===== src/rtl/hit_info_queue_pp_if.sv =====
// Handshake and status bundle between the SSID front end, the hit-info queue and its HNMPP-driven consumer.
// The producer/consumer side uses the master modport, the queue itself uses slave.
interface hit_info_queue_pp_if #(
  parameter int DATABITS  = 16,
  parameter int DEPTHBITS = 4,
  parameter int DROPBITS  = 8
);
  logic                 flush;
  logic                 clear_err;
  logic                 push;
  logic [DATABITS-1:0]  push_data;
  logic                 pop;
  logic [DATABITS-1:0]  head_data;
  logic                 empty;
  logic                 full;
  logic                 almost_full;
  logic [DEPTHBITS:0]   count;
  logic [DEPTHBITS:0]   peak_count;
  logic                 overflow;
  logic                 underflow;
  logic [DROPBITS-1:0]  drop_count;

  modport master (
    output flush, clear_err, push, push_data, pop,
    input  head_data, empty, full, almost_full, count, peak_count,
           overflow, underflow, drop_count
  );

  modport slave (
    input  flush, clear_err, push, push_data, pop,
    output head_data, empty, full, almost_full, count, peak_count,
           overflow, underflow, drop_count
  );
endinterface


===== src/rtl/hit_info_queue_pp.sv =====
// Circular-buffer hit-info queue holding each word until its SSID emerges from HNMPP.
// Show-ahead head, protected overflow/underflow, flush, saturating drop counter and peak monitor.
module hit_info_queue_pp #(
  parameter int DATABITS    = 16,
  parameter int DEPTH       = 16,
  parameter int DEPTHBITS   = 4,
  parameter int AFULL_LEVEL = 12,
  parameter int DROPBITS    = 8
) (
  input  logic                i_clk,
  input  logic                i_reset,
  hit_info_queue_pp_if.slave  bus
);

  localparam logic [DEPTHBITS:0]   LP_DEPTH   = (DEPTHBITS+1)'(DEPTH);
  localparam logic [DEPTHBITS:0]   LP_AFULL   = (DEPTHBITS+1)'(AFULL_LEVEL);
  localparam logic [DEPTHBITS:0]   LP_CNTONE  = (DEPTHBITS+1)'(1);
  localparam logic [DEPTHBITS-1:0] LP_PTRONE  = DEPTHBITS'(1);
  localparam logic [DROPBITS-1:0]  LP_DROPONE = DROPBITS'(1);
  localparam logic [DROPBITS-1:0]  LP_DROPMAX = '1;

  logic [DATABITS-1:0]  r_mem [DEPTH];
  logic [DEPTHBITS-1:0] r_wrPtr;
  logic [DEPTHBITS-1:0] r_rdPtr;
  logic [DEPTHBITS:0]   r_count;
  logic [DEPTHBITS:0]   r_peak;
  logic [DROPBITS-1:0]  r_drop;
  logic                 r_overflow;
  logic                 r_underflow;

  logic [DEPTHBITS:0]   w_countNext;
  logic                 w_empty;
  logic                 w_full;
  logic                 w_popEff;
  logic                 w_pushAcc;
  logic                 w_ovfEvent;
  logic                 w_unfEvent;

  assign w_empty    = (r_count == '0);
  assign w_full     = (r_count == LP_DEPTH);
  assign w_popEff   = bus.pop && !w_empty;
  // A pop while full frees the slot being written, so the push is still accepted.
  assign w_pushAcc  = bus.push && (!w_full || w_popEff);
  assign w_ovfEvent = !bus.flush && bus.push && w_full && !bus.pop;
  assign w_unfEvent = !bus.flush && bus.pop && w_empty;

  always_comb begin
    w_countNext = r_count;
    if (bus.flush) begin
      w_countNext = '0;
    end else if (w_pushAcc && !w_popEff) begin
      w_countNext = r_count + LP_CNTONE;
    end else if (!w_pushAcc && w_popEff) begin
      w_countNext = r_count - LP_CNTONE;
    end
  end

  always_ff @(posedge i_clk) begin
    if (i_reset && !bus.flush && w_pushAcc) begin
      r_mem[r_wrPtr] <= bus.push_data;
    end
  end

  always_ff @(posedge i_clk) begin
    if (!i_reset) begin
      r_wrPtr     <= '0;
      r_rdPtr     <= '0;
      r_count     <= '0;
      r_peak      <= '0;
      r_drop      <= '0;
      r_overflow  <= 1'b0;
      r_underflow <= 1'b0;
    end else begin
      if (bus.flush) begin
        r_wrPtr <= '0;
        r_rdPtr <= '0;
      end else begin
        if (w_pushAcc) r_wrPtr <= r_wrPtr + LP_PTRONE;
        if (w_popEff)  r_rdPtr <= r_rdPtr + LP_PTRONE;
      end
      r_count <= w_countNext;

      // A same-cycle error event beats clear_err.
      r_overflow  <= w_ovfEvent || (r_overflow  && !bus.clear_err);
      r_underflow <= w_unfEvent || (r_underflow && !bus.clear_err);

      if (bus.clear_err) begin
        r_drop <= w_ovfEvent ? LP_DROPONE : '0;
      end else if (w_ovfEvent && r_drop != LP_DROPMAX) begin
        r_drop <= r_drop + LP_DROPONE;
      end

      if (bus.clear_err || w_countNext > r_peak) begin
        r_peak <= w_countNext;
      end
    end
  end

  assign bus.head_data   = r_mem[r_rdPtr];
  assign bus.empty       = w_empty;
  assign bus.full        = w_full;
  assign bus.almost_full = (r_count >= LP_AFULL);
  assign bus.count       = r_count;
  assign bus.peak_count  = r_peak;
  assign bus.overflow    = r_overflow;
  assign bus.underflow   = r_underflow;
  assign bus.drop_count  = r_drop;

endmodule


===== src/flat_wrapper.sv =====
// flat-port wrapper written by rule: the top's interface ports become plain ports
module hit_info_queue_pp_flat 
#(
  parameter int DATABITS    = 16,
  parameter int DEPTH       = 16,
  parameter int DEPTHBITS   = 4,
  parameter int AFULL_LEVEL = 12,
  parameter int DROPBITS    = 8
)
  (i_clk, i_reset, bus_flush, bus_clear_err, bus_push, bus_push_data, bus_pop, bus_head_data, bus_empty, bus_full, bus_almost_full, bus_count, bus_peak_count, bus_overflow, bus_underflow, bus_drop_count);
  hit_info_queue_pp_if #(.DATABITS(DATABITS), .DEPTHBITS(DEPTHBITS), .DROPBITS(DROPBITS)) bus_i ();
  input  logic i_clk;
  input  logic i_reset;
  input wire logic [$bits(bus_i.flush)-1:0] bus_flush;
  input wire logic [$bits(bus_i.clear_err)-1:0] bus_clear_err;
  input wire logic [$bits(bus_i.push)-1:0] bus_push;
  input wire logic [$bits(bus_i.push_data)-1:0] bus_push_data;
  input wire logic [$bits(bus_i.pop)-1:0] bus_pop;
  output wire logic [$bits(bus_i.head_data)-1:0] bus_head_data;
  output wire logic [$bits(bus_i.empty)-1:0] bus_empty;
  output wire logic [$bits(bus_i.full)-1:0] bus_full;
  output wire logic [$bits(bus_i.almost_full)-1:0] bus_almost_full;
  output wire logic [$bits(bus_i.count)-1:0] bus_count;
  output wire logic [$bits(bus_i.peak_count)-1:0] bus_peak_count;
  output wire logic [$bits(bus_i.overflow)-1:0] bus_overflow;
  output wire logic [$bits(bus_i.underflow)-1:0] bus_underflow;
  output wire logic [$bits(bus_i.drop_count)-1:0] bus_drop_count;
  assign bus_i.flush = bus_flush;
  assign bus_i.clear_err = bus_clear_err;
  assign bus_i.push = bus_push;
  assign bus_i.push_data = bus_push_data;
  assign bus_i.pop = bus_pop;
  assign bus_head_data = bus_i.head_data;
  assign bus_empty = bus_i.empty;
  assign bus_full = bus_i.full;
  assign bus_almost_full = bus_i.almost_full;
  assign bus_count = bus_i.count;
  assign bus_peak_count = bus_i.peak_count;
  assign bus_overflow = bus_i.overflow;
  assign bus_underflow = bus_i.underflow;
  assign bus_drop_count = bus_i.drop_count;
  hit_info_queue_pp #(.DATABITS(DATABITS), .DEPTH(DEPTH), .DEPTHBITS(DEPTHBITS), .AFULL_LEVEL(AFULL_LEVEL), .DROPBITS(DROPBITS)) u_core (.i_clk(i_clk), .i_reset(i_reset), .bus(bus_i));
endmodule

===== config.mk =====
export PLATFORM = sky130hd
export DESIGN_NAME = hit_info_queue_pp_flat
export DESIGN_NICKNAME = d
export VERILOG_FILES = /design/src/rtl/hit_info_queue_pp_if.sv /design/src/rtl/hit_info_queue_pp.sv /design/src/flat_wrapper.sv
export SDC_FILE = /design/constraint.sdc
export NUM_CORES = 1
export LEC_CHECK = 0
export ABC_AREA = 0
export ABC_CLOCK_PERIOD_IN_PS = 3460
export CAP_MARGIN = 20
export CELL_PAD_IN_SITES_DETAIL_PLACEMENT = 1
export CELL_PAD_IN_SITES_GLOBAL_PLACEMENT = 2
export CORE_ASPECT_RATIO = 2
export CORE_MARGIN = 10
export CORE_UTILIZATION = 46
export DETAILED_ROUTE_END_ITERATION = 16
export PLACE_DENSITY = 0.76
export SYNTH_ARGS = -nofsm -noshare
export SYNTH_HDL_FRONTEND = slang
export SYNTH_SLANG_ARGS = --single-unit
export TNS_END_PERCENT = 10

===== constraint.sdc =====
create_clock -name i_clk -period 3.46 [get_ports i_clk]
set_clock_uncertainty 0.1 [all_clocks]
set_input_delay 0.692 -clock i_clk [delete_from_list [all_inputs] [get_ports i_clk]]
set_output_delay 0.692 -clock i_clk [all_outputs]
set_load 0.01 [all_outputs]

==> results.sh <==
export IMPL_outcome="finished clean"
export IMPL_routed_wl_mm=28.08
export IMPL_drive_above_1_share_pct=26.62
export IMPL_dp_cells=1007
export IMPL_setup_viol=0
export IMPL_synth_mux_area_share_pct=15.76
export IMPL_yosysTopAreaCellShare_pct=66.88
export IMPL_path_cells="buf_12 -> buf_12 -> mux4_2 -> mux4_2 -> dlygate4sd2_1"
export IMPL_fp_dieH_um=243.5
export IMPL_final_seq_area_um2=8335
export IMPL_synthSimpleGateAreaFrac_pct=4.768
export IMPL_synthXorXnorAreaFrac_pct=0.4572
export IMPL_irDropWorstVdd_mv=0.3575
export IMPL_area_growth_pct=20.69
export IMPL_antenna_left=0
export IMPL_clk_latency_ns=0.53
export IMPL_synth_seq_cells=288
export IMPL_p_per_area_nw_per_um2=504.6
export IMPL_crit_type="register to output pin"
export IMPL_endpoint_kind="output pin"
export IMPL_wire_per_inst_um=26.57
export IMPL_tightestPinTransition_ns=0.5660
export IMPL_grt_overflow=0
export IMPL_cts_tree="yes"
export IMPL_max_freq_mhz=295.5
export IMPL_min_path_type="register to register"
export IMPL_die_w_um=131.8
export IMPL_yosysWarningCount=0
export IMPL_grt_pass1_vias=6792
export IMPL_stdcell_count=1057
export IMPL_n_antenna_cell=0
export IMPL_critPathRequiredTime_ns=2.67
export IMPL_cp_arrival_ns=2.59
export IMPL_synth_top_family_by_area="multiplexers"
export IMPL_synth_compound_area_share_pct=3.179
export IMPL_finalNetCount=742
export IMPL_period_share_pct=97.81
export IMPL_clk_pin_slew_ns=0.06
export IMPL_synth_fa_ha_area_share_pct=1.524
export IMPL_dp_hpwl_mm=18.73
export IMPL_syn_inst=589
export IMPL_slew_headroom_pct=62.15
export IMPL_yosys_top_cells_area="edfxtp_1, mux4_2, dfxtp_1, ha_1, nor2_1"
export IMPL_grt_max_degree=17
export IMPL_drt_iter0_markers=443
export IMPL_seq_area_frac_synth_pct=72.46
export IMPL_gp_congestion=0.7897
export IMPL_avgSynthCellArea_um2=19.51
export IMPL_rsz0062_at_grt="true"
export IMPL_cp_slowest_cell="mux4_2"
export IMPL_vias=6000
export IMPL_fillers=2209
export IMPL_ys_flop_type="edfxtp_1"
export IMPL_netlist_area_um2=11490
export IMPL_power_leakage_nw=4.422
export IMPL_ys_async_sr_fraction_pct=0
export IMPL_via_per_inst=5.676
export IMPL_core_area_um2=24530
export IMPL_synth_edf_count=256
export IMPL_start_util_pct=46.86
export IMPL_final_max_slew_violation_count=0
export IMPL_num_rows=81
export IMPL_cp_max_fo=15
export IMPL_clockBufferDepth=3
export IMPL_firstDrtPassIters=7
export IMPL_multiInputGateArea_um2=2977
export IMPL_port_buffers=60
export IMPL_synthesis_nets=625
export IMPL_fin_util_pct=56.56
export IMPL_synth_cell_type_count=53
export IMPL_ioPinCount=61
export IMPL_grtUsageTotal_pct=17.42
export IMPL_drc=0
export IMPL_grt_pass1_wl_mm=42.38
export IMPL_htree_levels=1
export IMPL_cts_root_buf="clkbuf_16"
export IMPL_fin_crit_ns=3.384
export IMPL_startpoint_type="register"
export IMPL_cts_inserted_buffers=25
export IMPL_slowest_delay_ns=0.52
export IMPL_die_area_um2=32090
export IMPL_antenna_found_initial=0
export IMPL_yosys_area_top_type="edfxtp_1"
export IMPL_cts_sinks=288
export IMPL_hold_viol=0
export IMPL_cap_violations=0
export IMPL_holdBufCountCts=0
layout make-up:
| cell class | instances | area share (%) |
|---|---|---|
| clock buffers | 34 | 4.979 |
| flip-flops and latches | 288 | 60.09 |
| clock inverters | 12 | 1.218 |
| multi-input cells | 254 | 21.46 |
| repair buffers | 119 | 8.776 |
| inverters | 18 | 0.4871 |
| well taps | 332 | 2.994 |
per-layer routing:
layer,share of wire [%],GRT usage (%)
met3,3.5,2.267
met4,2.9,6.377
met1,34,17.49
met5,0,0
met2,60,34.99
worst max-delay path, delay by kind of cell (launching register included):
kind | cells | cell delay [ns]
buf+inv | 3 | 0.63
flops | 1 | 0.40
mux | 2 | 1.01
where the power goes:
part / switching (mW) / internal, mW / leakage (nW)
registers: 0.00908 / 3.79 / 2.56
logic: 0.154 / 0.127 / 1.44
clock network: 1.21 / 1.71 / 0.417
cells by family (layout without fill, tap and decap cells):
family	after synthesis	after routing
flip-flops	288	288
AND/OR/NAND/NOR	101	101
multiplexers	81	81
AO/OA/AOI/OAI	52	52
buffers and inverters	47	183
adder cells (fa/ha/maj)	14	14
XOR/XNOR	6	6
final timing paths:
path                               to            startpoint  cells past startpoint  slack, ns
max                  bus_head_data[1]              register                      5       0.08
min              u_core.bus.underflow  u_core.bus.underflow                      2       0.37
min reg2reg      u_core.bus.underflow  u_core.bus.underflow                      2       0.37
max reg2reg  u_core.bus.peak_count[1]   u_core.bus.count[1]                     12       0.38
metrics by stage:
stage          area (um2)  total power, mW  TNS (ns)  hold WS, ns  setup WS [ns]
6_report            13870            7.000         0       0.3737        0.07562
5_1_grt             13870            7.220  -0.01274       0.3915       -0.01274
4_1_cts             13820            7.069   -0.2242       0.3795        -0.1122
3_5_place_dp        12950            4.163   -0.5845       0.3670        -0.1386
3_3_place_gp        12950            4.150  -0.04403       0.3684       -0.02252
2_1_floorplan       11490            4.003         0       0.3677         0.3650
cell usage in the layout, fill, tap and decap left out, types with 9 or more instances in the layout:
cell type / n
edfxtp_1: 256
buf_4: 43
dlygate4sd2_1: 14
nand2_1: 16
nand3_1: 13
mux4_2: 80
inv_1: 17
a21oi_1: 9
dfxtp_1: 30
clkdlybuf4s50_1: 44
ha_1: 14
nor2_1: 23
clkbuf_16: 26
buf_12: 14
cells in the mapped netlist, types with 5 or more instances:
library cell / number
edfxtp_1: 256
mux4_2: 80
dfxtp_1: 32
nor2_1: 29
inv_1: 17
nand2_1: 16
clkbuf_1: 15
ha_1: 14
nand3_1: 13
a21oi_1: 9
buf_2: 8
o211ai_1: 8
nor3_1: 7
a31oi_1: 5
nand2b_1: 5
or4_1: 5
state kept, by name, indices dropped and copies added, names as in the netlist, named ones only:
name and count:
u_core.r_mem 256, u_core.bus.count 5, u_core.bus.underflow 1, u_core.bus.drop_count 8, u_core.bus.overflow 1, u_core.bus.peak_count 5
u_core.r_wrPtr 4, u_core.r_rdPtr 4
repair_timing:
item                                    in CTS  in global routing
pin swaps                                    0                  0
resized for setup                           17                  5
setup buffers                                1                  3
endpoints found under the setup margin      17                  3
(Power assumes the default switching activity.)
